File: src/rtl/ifu_fetch_ctrl_pkg.sv
// Shared types for the instruction fetch controller.
// Holds the FSM state encoding and reset constants.
package ifu_fetch_ctrl_pkg;

  localparam int XLEN = 32;

  localparam logic [XLEN-1:0] RESET_PC = 32'h8000_0000;

  typedef enum logic [1:0] {
    REQ,
    WAIT,
    HOLD,
    WAIT_PC
  } fetch_state_e;

endpackage

File: src/rtl/ifu_fetch_ctrl_if.sv
// Fetch controller bus bundle: SRAM port, IDU handoff
// and WBU next-PC handshake.
interface ifu_fetch_ctrl_if;
  import ifu_fetch_ctrl_pkg::*;

  logic [XLEN-1:0] mem_pc;
  logic            mem_ready;
  logic            mem_valid;
  logic [XLEN-1:0] mem_inst;

  logic            inst_valid;
  logic            inst_ready;
  logic [XLEN-1:0] inst;
  logic [XLEN-1:0] inst_pc;

  logic            npc_valid;
  logic            npc_ready;
  logic [XLEN-1:0] npc;

  modport master (
    output mem_pc,
    output mem_ready,
    input  mem_valid,
    input  mem_inst,
    output inst_valid,
    input  inst_ready,
    output inst,
    output inst_pc,
    input  npc_valid,
    output npc_ready,
    input  npc
  );

  modport slave (
    input  mem_pc,
    input  mem_ready,
    output mem_valid,
    output mem_inst,
    input  inst_valid,
    output inst_ready,
    input  inst,
    input  inst_pc,
    output npc_valid,
    input  npc_ready,
    output npc
  );

endinterface

File: src/rtl/ifu_fetch_ctrl.sv
// Instruction fetch controller for a non-pipelined core:
// one SRAM fetch per instruction, then wait for the next PC.
module ifu_fetch_ctrl #(
  parameter int XLEN = ifu_fetch_ctrl_pkg::XLEN,
  parameter logic [XLEN-1:0] RESET_PC =
    ifu_fetch_ctrl_pkg::RESET_PC
) (
  input  logic             clk,
  input  logic             rst,
  ifu_fetch_ctrl_if.master bus,
  output logic             misalign,
  output logic [31:0]      fetch_count
);
  import ifu_fetch_ctrl_pkg::*;

  fetch_state_e state_q;
  fetch_state_e state_d;

  logic [XLEN-1:0] pc_q;
  logic [XLEN-1:0] inst_q;
  logic [XLEN-1:0] inst_pc_q;

  logic mem_ready_c;
  logic inst_valid_c;
  logic npc_ready_c;
  logic capture;
  logic hand_off;
  logic npc_take;

  always_comb begin
    state_d      = state_q;
    mem_ready_c  = 1'b0;
    inst_valid_c = 1'b0;
    npc_ready_c  = 1'b0;
    unique case (state_q)
      REQ: begin
        mem_ready_c = 1'b1;
        state_d     = WAIT;
      end
      WAIT: begin
        // ack rides on the data beat
        mem_ready_c = bus.mem_valid;
        if (bus.mem_valid) begin
          state_d = HOLD;
        end
      end
      HOLD: begin
        inst_valid_c = 1'b1;
        npc_ready_c  = bus.inst_ready;
        if (bus.inst_ready) begin
          state_d = bus.npc_valid ? REQ : WAIT_PC;
        end
      end
      WAIT_PC: begin
        npc_ready_c = 1'b1;
        if (bus.npc_valid) begin
          state_d = REQ;
        end
      end
      default: state_d = REQ;
    endcase
  end

  assign capture  = (state_q == WAIT) & bus.mem_valid;
  assign hand_off = (state_q == HOLD) & bus.inst_ready;
  assign npc_take = npc_ready_c & bus.npc_valid;

  always_ff @(posedge clk or negedge rst) begin
    if (!rst) begin
      state_q <= REQ;
    end else begin
      state_q <= state_d;
    end
  end

  always_ff @(posedge clk or negedge rst) begin
    if (!rst) begin
      pc_q        <= RESET_PC;
      inst_q      <= '0;
      inst_pc_q   <= '0;
      misalign    <= 1'b0;
      fetch_count <= '0;
    end else begin
      if (capture) begin
        inst_q    <= bus.mem_inst;
        inst_pc_q <= pc_q;
      end
      if (hand_off) begin
        fetch_count <= fetch_count + 32'd1;
      end
      if (npc_take) begin
        pc_q <= bus.npc;
        if (bus.npc[1:0] != 2'b00) begin
          misalign <= 1'b1;
        end
      end
    end
  end

  // Nothing is offered on any handshake while rst is held.
  assign bus.mem_ready  = mem_ready_c & rst;
  assign bus.inst_valid = inst_valid_c & rst;
  assign bus.npc_ready  = npc_ready_c & rst;

  assign bus.mem_pc  = pc_q;
  assign bus.inst    = inst_q;
  assign bus.inst_pc = inst_pc_q;

endmodule

File: src/flat_wrapper.sv
// flat-port wrapper written by rule: the top's interface ports become plain ports
module ifu_fetch_ctrl_flat import ifu_fetch_ctrl_pkg::*;
#(
  parameter int XLEN = ifu_fetch_ctrl_pkg::XLEN,
  parameter logic [XLEN-1:0] RESET_PC =
    ifu_fetch_ctrl_pkg::RESET_PC
)
  (clk, rst, misalign, fetch_count, bus_mem_pc, bus_mem_ready, bus_mem_valid, bus_mem_inst, bus_inst_valid, bus_inst_ready, bus_inst, bus_inst_pc, bus_npc_valid, bus_npc_ready, bus_npc);
  ifu_fetch_ctrl_if bus_i ();
  input  logic clk;
  input  logic rst;
  output logic misalign;
  output logic [31:0] fetch_count;
  output wire logic [$bits(bus_i.mem_pc)-1:0] bus_mem_pc;
  output wire logic [$bits(bus_i.mem_ready)-1:0] bus_mem_ready;
  input wire logic [$bits(bus_i.mem_valid)-1:0] bus_mem_valid;
  input wire logic [$bits(bus_i.mem_inst)-1:0] bus_mem_inst;
  output wire logic [$bits(bus_i.inst_valid)-1:0] bus_inst_valid;
  input wire logic [$bits(bus_i.inst_ready)-1:0] bus_inst_ready;
  output wire logic [$bits(bus_i.inst)-1:0] bus_inst;
  output wire logic [$bits(bus_i.inst_pc)-1:0] bus_inst_pc;
  input wire logic [$bits(bus_i.npc_valid)-1:0] bus_npc_valid;
  output wire logic [$bits(bus_i.npc_ready)-1:0] bus_npc_ready;
  input wire logic [$bits(bus_i.npc)-1:0] bus_npc;
  assign bus_mem_pc = bus_i.mem_pc;
  assign bus_mem_ready = bus_i.mem_ready;
  assign bus_i.mem_valid = bus_mem_valid;
  assign bus_i.mem_inst = bus_mem_inst;
  assign bus_inst_valid = bus_i.inst_valid;
  assign bus_i.inst_ready = bus_inst_ready;
  assign bus_inst = bus_i.inst;
  assign bus_inst_pc = bus_i.inst_pc;
  assign bus_i.npc_valid = bus_npc_valid;
  assign bus_npc_ready = bus_i.npc_ready;
  assign bus_i.npc = bus_npc;
  ifu_fetch_ctrl #(.XLEN(XLEN), .RESET_PC(RESET_PC)) u_core (.clk(clk), .rst(rst), .bus(bus_i), .misalign(misalign), .fetch_count(fetch_count));
endmodule
File: config.mk
export PLATFORM = sky130hd
export DESIGN_NAME = ifu_fetch_ctrl_flat
export DESIGN_NICKNAME = d
export VERILOG_FILES = /design/src/rtl/ifu_fetch_ctrl_pkg.sv /design/src/rtl/ifu_fetch_ctrl_if.sv /design/src/rtl/ifu_fetch_ctrl.sv /design/src/flat_wrapper.sv
export SDC_FILE = /design/constraint.sdc
export NUM_CORES = 1
export LEC_CHECK = 0
export CAP_MARGIN = 20
export CORE_MARGIN = 10
export CORE_UTILIZATION = 50
export DETAILED_ROUTE_END_ITERATION = 8
export DONT_BUFFER_PORTS = 1
export SETUP_SLACK_MARGIN = 0.2
export SKIP_LAST_GASP = 1
export SLEW_MARGIN = 20
export SYNTH_ARGS = -nofsm -noshare
export SYNTH_HDL_FRONTEND = slang
export SYNTH_SLANG_ARGS = --single-unit
export TNS_END_PERCENT = 20
File: constraint.sdc
create_clock -name clk -period 4.8 [get_ports clk]
set_clock_uncertainty 0.05 [all_clocks]
set_input_delay 0.96 -clock clk [delete_from_list [all_inputs] [get_ports clk]]
set_output_delay 0.96 -clock clk [all_outputs]
set_load 0.02 [all_outputs]
==> summary.md <==
| Metric | Value |
|---|---|
| Outcome | finished, final reports clean |
| Max cap viols | 0 |
| P_sw | about 1600 uW |
| Endpoints failing setup | 0 |
| # rows | 36 |
| Setup_tns | 0 ns |
| # hold bufs at CTS | 0 |
| # clock sinks | ~130 |
| Max_slew headroom | between 40% and 50% |
| Post-Synth Simple-Gate Area | roughly 8% |
| Number of flops mapped to enable cells by yosys | 0 |
| Chip Height | 121 um |
| Port buffer count | 0 |
| Post-Syn Area | between 5000 and 6000 sq um |
| Clock share of power | between 20% and 30% |
| Vias per cell | between 5 and 6 |
| Synth top area share | between 60 and 70% |
| Largest net degree at the start of global routing | ~140 |
| Critical path data arrival time | 1.70 ns |
| Clk root buf | clkbuf_8 |
| Hold Vio Cnt, Final | 0 |
| Asr flop ratio synth | 100% |
| CTS tree | done |
| Multi-input logic area | ~1800 sq um |
| Clock latency on the worst-skew pair | just over 0.5 ns |
| Final Cycle Share | 56.5% |
| Synth Area in Adders | less than 1% |
| Syn nets | slightly above 400 |
| FF+latch area | 3280 sq um |
| Initial antenna violation count | 1 |
| P_leak | 0.00259 uW |
| Num CTS Buffers | 17 |
| Ratio of cells with drive above 1 in the final layout | 36.6% |
| Sequential area share after synthesis | between 60 and 70% |
| Startpoint types | register |
| Clock transition at path regs | 0.06 ns |
| Fin util | about three fifths |
| Hold crit path type | input pin to asynchronous set/reset pin |
| Die width | 121 um |
| DR pass1 iterations | 4 |
| Setup Crit Path Kind | register to primary output |
| RSZ-0062 raised after global routing | false |
| Critical Path RT | between 3 and 4 ns |
| Power Density | 758 nW/um^2 |
| Clk buf depth | 2 |
| Nets | 422 |
| HPWL Detailed | 8.45 mm |
| Final WL | roughly 12 mm |
| # Post-CTS Setup Buffers | 0 |
| Mux cell area share after synthesis | around a fifth |
| DR DRC count | 0 |
| Synth Flop Type | dfrtp_1 |
| Int Pwr | approximately 2800 uW |
| Via count | 2759 |
| Grt total ovfl | 0 |
| Post-CTS Resized | 0 |
| Vias in the first global route | approximately 3.0k |
| Crit path capture type | primary output |
| DR iter-0 viols | 155 |
| Most frequent cell after synthesis | dfrtp_1 |
| Post-Synthesis Cells | approximately 340 |
| Io pins | 201 |
| Top post-synthesis cells by count | dfrtp_1 (130), mux2_2 (96), xnor2_1 (26) |
| First-pass GRT wire length | 18.0 mm |
| VDD IR-drop max | between 0.3 and 0.4 mV |
| H-Tree Depth | 4 |
| Core area | about 10000 sq um |
| Final GP Congestion | 0.725 |
| Synth Area in XOR/XNOR | 5.28% |
| Antenna Cells | 0 |
| Area growth from synthesis to layout | 13.6% |
| Comb pwr share | roughly 16% |
| Synth area leaders | dfrtp_1 (63%), mux2_2 (21%), xnor2_1 (4.4%), nand3_1 (1.4%), nand2_1 (1.1%) |
| Post-synthesis compound-gate area fraction | 0.389% |
| DR WL/cell | around 24 um |
| Yosys Warn Count | 0 |
| Starting Density | around half |
| Final min period | 2.71 ns |
| Largest family of logic cells by synthesized area | multiplexers |
| Cell variety after synth | 29 |
| Die area | around 15000 sq um |
| Fmax | ~370 MHz |
| Fill count | between 700 and 800 |
| Cell taking the most area after synthesis | dfrtp_1 |
| Avg Cell Area, Syn | approximately 15 sq um |
| Flop pwr share | between 50% and 60% |
| Slew Limit Fails | 0 |
| Antenna Nets Post-Route | 0 |
| #FFs+latches synth | between 100 and 150 |
| Switching Fraction | between 30% and 40% |
| Worst-path maximum fanout | 7 |
| Worst Tran Pin Value | approximately 0.87 ns |
| GRT Total Usage | between 10% and 20% |
==> cells by family after synthesis <==
logic type      count (synthesis)
compound gates                  3
xor+xnor                       31
fa+ha+maj                       1
buf+inv                        13
flops                         131
mux                            96
simple gates                   68
==> path summary, 6_finish.rpt <==
check	from	endpoint	slack (ns)	cells past startpoint
worst max-delay path	u_core.state_q[0]$_DFFE_PN0P_	bus_mem_ready	2.09	2
worst min-delay path	rst	u_core.bus.inst[0]$_DFFE_PN0P_	0.09	0
worst max register to register	u_core.fetch_count[0]$_DFFE_PN0P_	u_core.fetch_count[22]$_DFFE_PN0P_	2.67	5
worst min register to register	u_core.fetch_count[31]$_DFFE_PN0P_	u_core.fetch_count[31]$_DFFE_PN0P_	0.58	1
max in group asynchronous	rst	u_core.bus.mem_pc[31]$_DFFE_PN1P_	4.33	0
min in group clk	bus_npc[28]	u_core.bus.mem_pc[28]$_DFFE_PN0P_	0.54	1
==> power groups by stage <==
stage	clock [uW]	sequential, uW	combinational, uW
final	1240	2500	692
after global routing	1320	2580	763
after CTS	1270	2520	707
after detailed placement	0	2540	706
after global placement	0	2540	671
after floorplan	0	2340	641
==> routing by layer <==
layer	up-vias	share of wire [%]	track usage, %
met2	137	49	25.2
met4	2	1.1	5.81
met5	-	0.14	0
met1	1388	35	16.3
li1	1220	-	-
met3	12	15	11.1
==> critical path, cell delays in order (launching register included) <==
cell and delay (ns):
dfrtp_1 0.45, nor2b_1 0.16, nor3b_1 0.58
==> state kept, by name (all words and copies together), names as in the netlist <==
signal and flops:
u_core.bus.inst 32, u_core.fetch_count 32, u_core.misalign 1, u_core.bus.inst_pc 32, u_core.bus.mem_pc 32, u_core.state_q 2
==> placed cells by master, fill, tap and decap left out, drive strengths merged <==
cell type / synthesis / routed
mux2: 96 / 96
nor4: 3 / 3
clkinvlp: 0 / 2
dfstp: 1 / 1
buf: 11 / 2
xor2: 5 / 5
and3: 5 / 5
clkinv: 0 / 4
nand3b: 2 / 2
o21ai: 1 / 1
and3b: 3 / 3
xnor2: 26 / 26
inv: 1 / 1
and2: 2 / 2
nor2b: 1 / 1
o211ai: 1 / 1
dfrtp: 130 / 130
bufinv: 0 / 2
nor3: 2 / 2
nor2: 7 / 7
clkbuf: 1 / 22
ha: 1 / 1
and4: 2 / 2
or2: 1 / 1
nand2: 15 / 15
nand3: 14 / 14
o21bai: 1 / 1
nand4: 10 / 10
nor3b: 1 / 1
==> cell type report <==
| type | count | share of cell area [%] |
|---|---|---|
| clock buffers | 22 | 8.10 |
| inverters | 1 | 0.0643 |
| well taps | 133 | 2.85 |
| flip-flops and latches | 131 | 56.1 |
| repair buffers | 2 | 0.257 |
| multi-input cells | 199 | 30.8 |
| clock inverters | 8 | 1.76 |
==> stage by stage <==
step	power, uW	instances	hold WS [ns]	area, sq um	setup WS [ns]
2_1_floorplan	2980	343	0.532	5140	2.28
3_3_place_gp	3210	466	0.565	5270	2.22
3_5_place_dp	3250	466	0.571	5270	2.21
4_1_cts	4500	496	0.0645	5840	2.04
5_1_grt	4660	496	0.0556	5840	1.99
6_report	4430	496	0.0916	5840	2.09
Power figures use the tool's default switching activity.
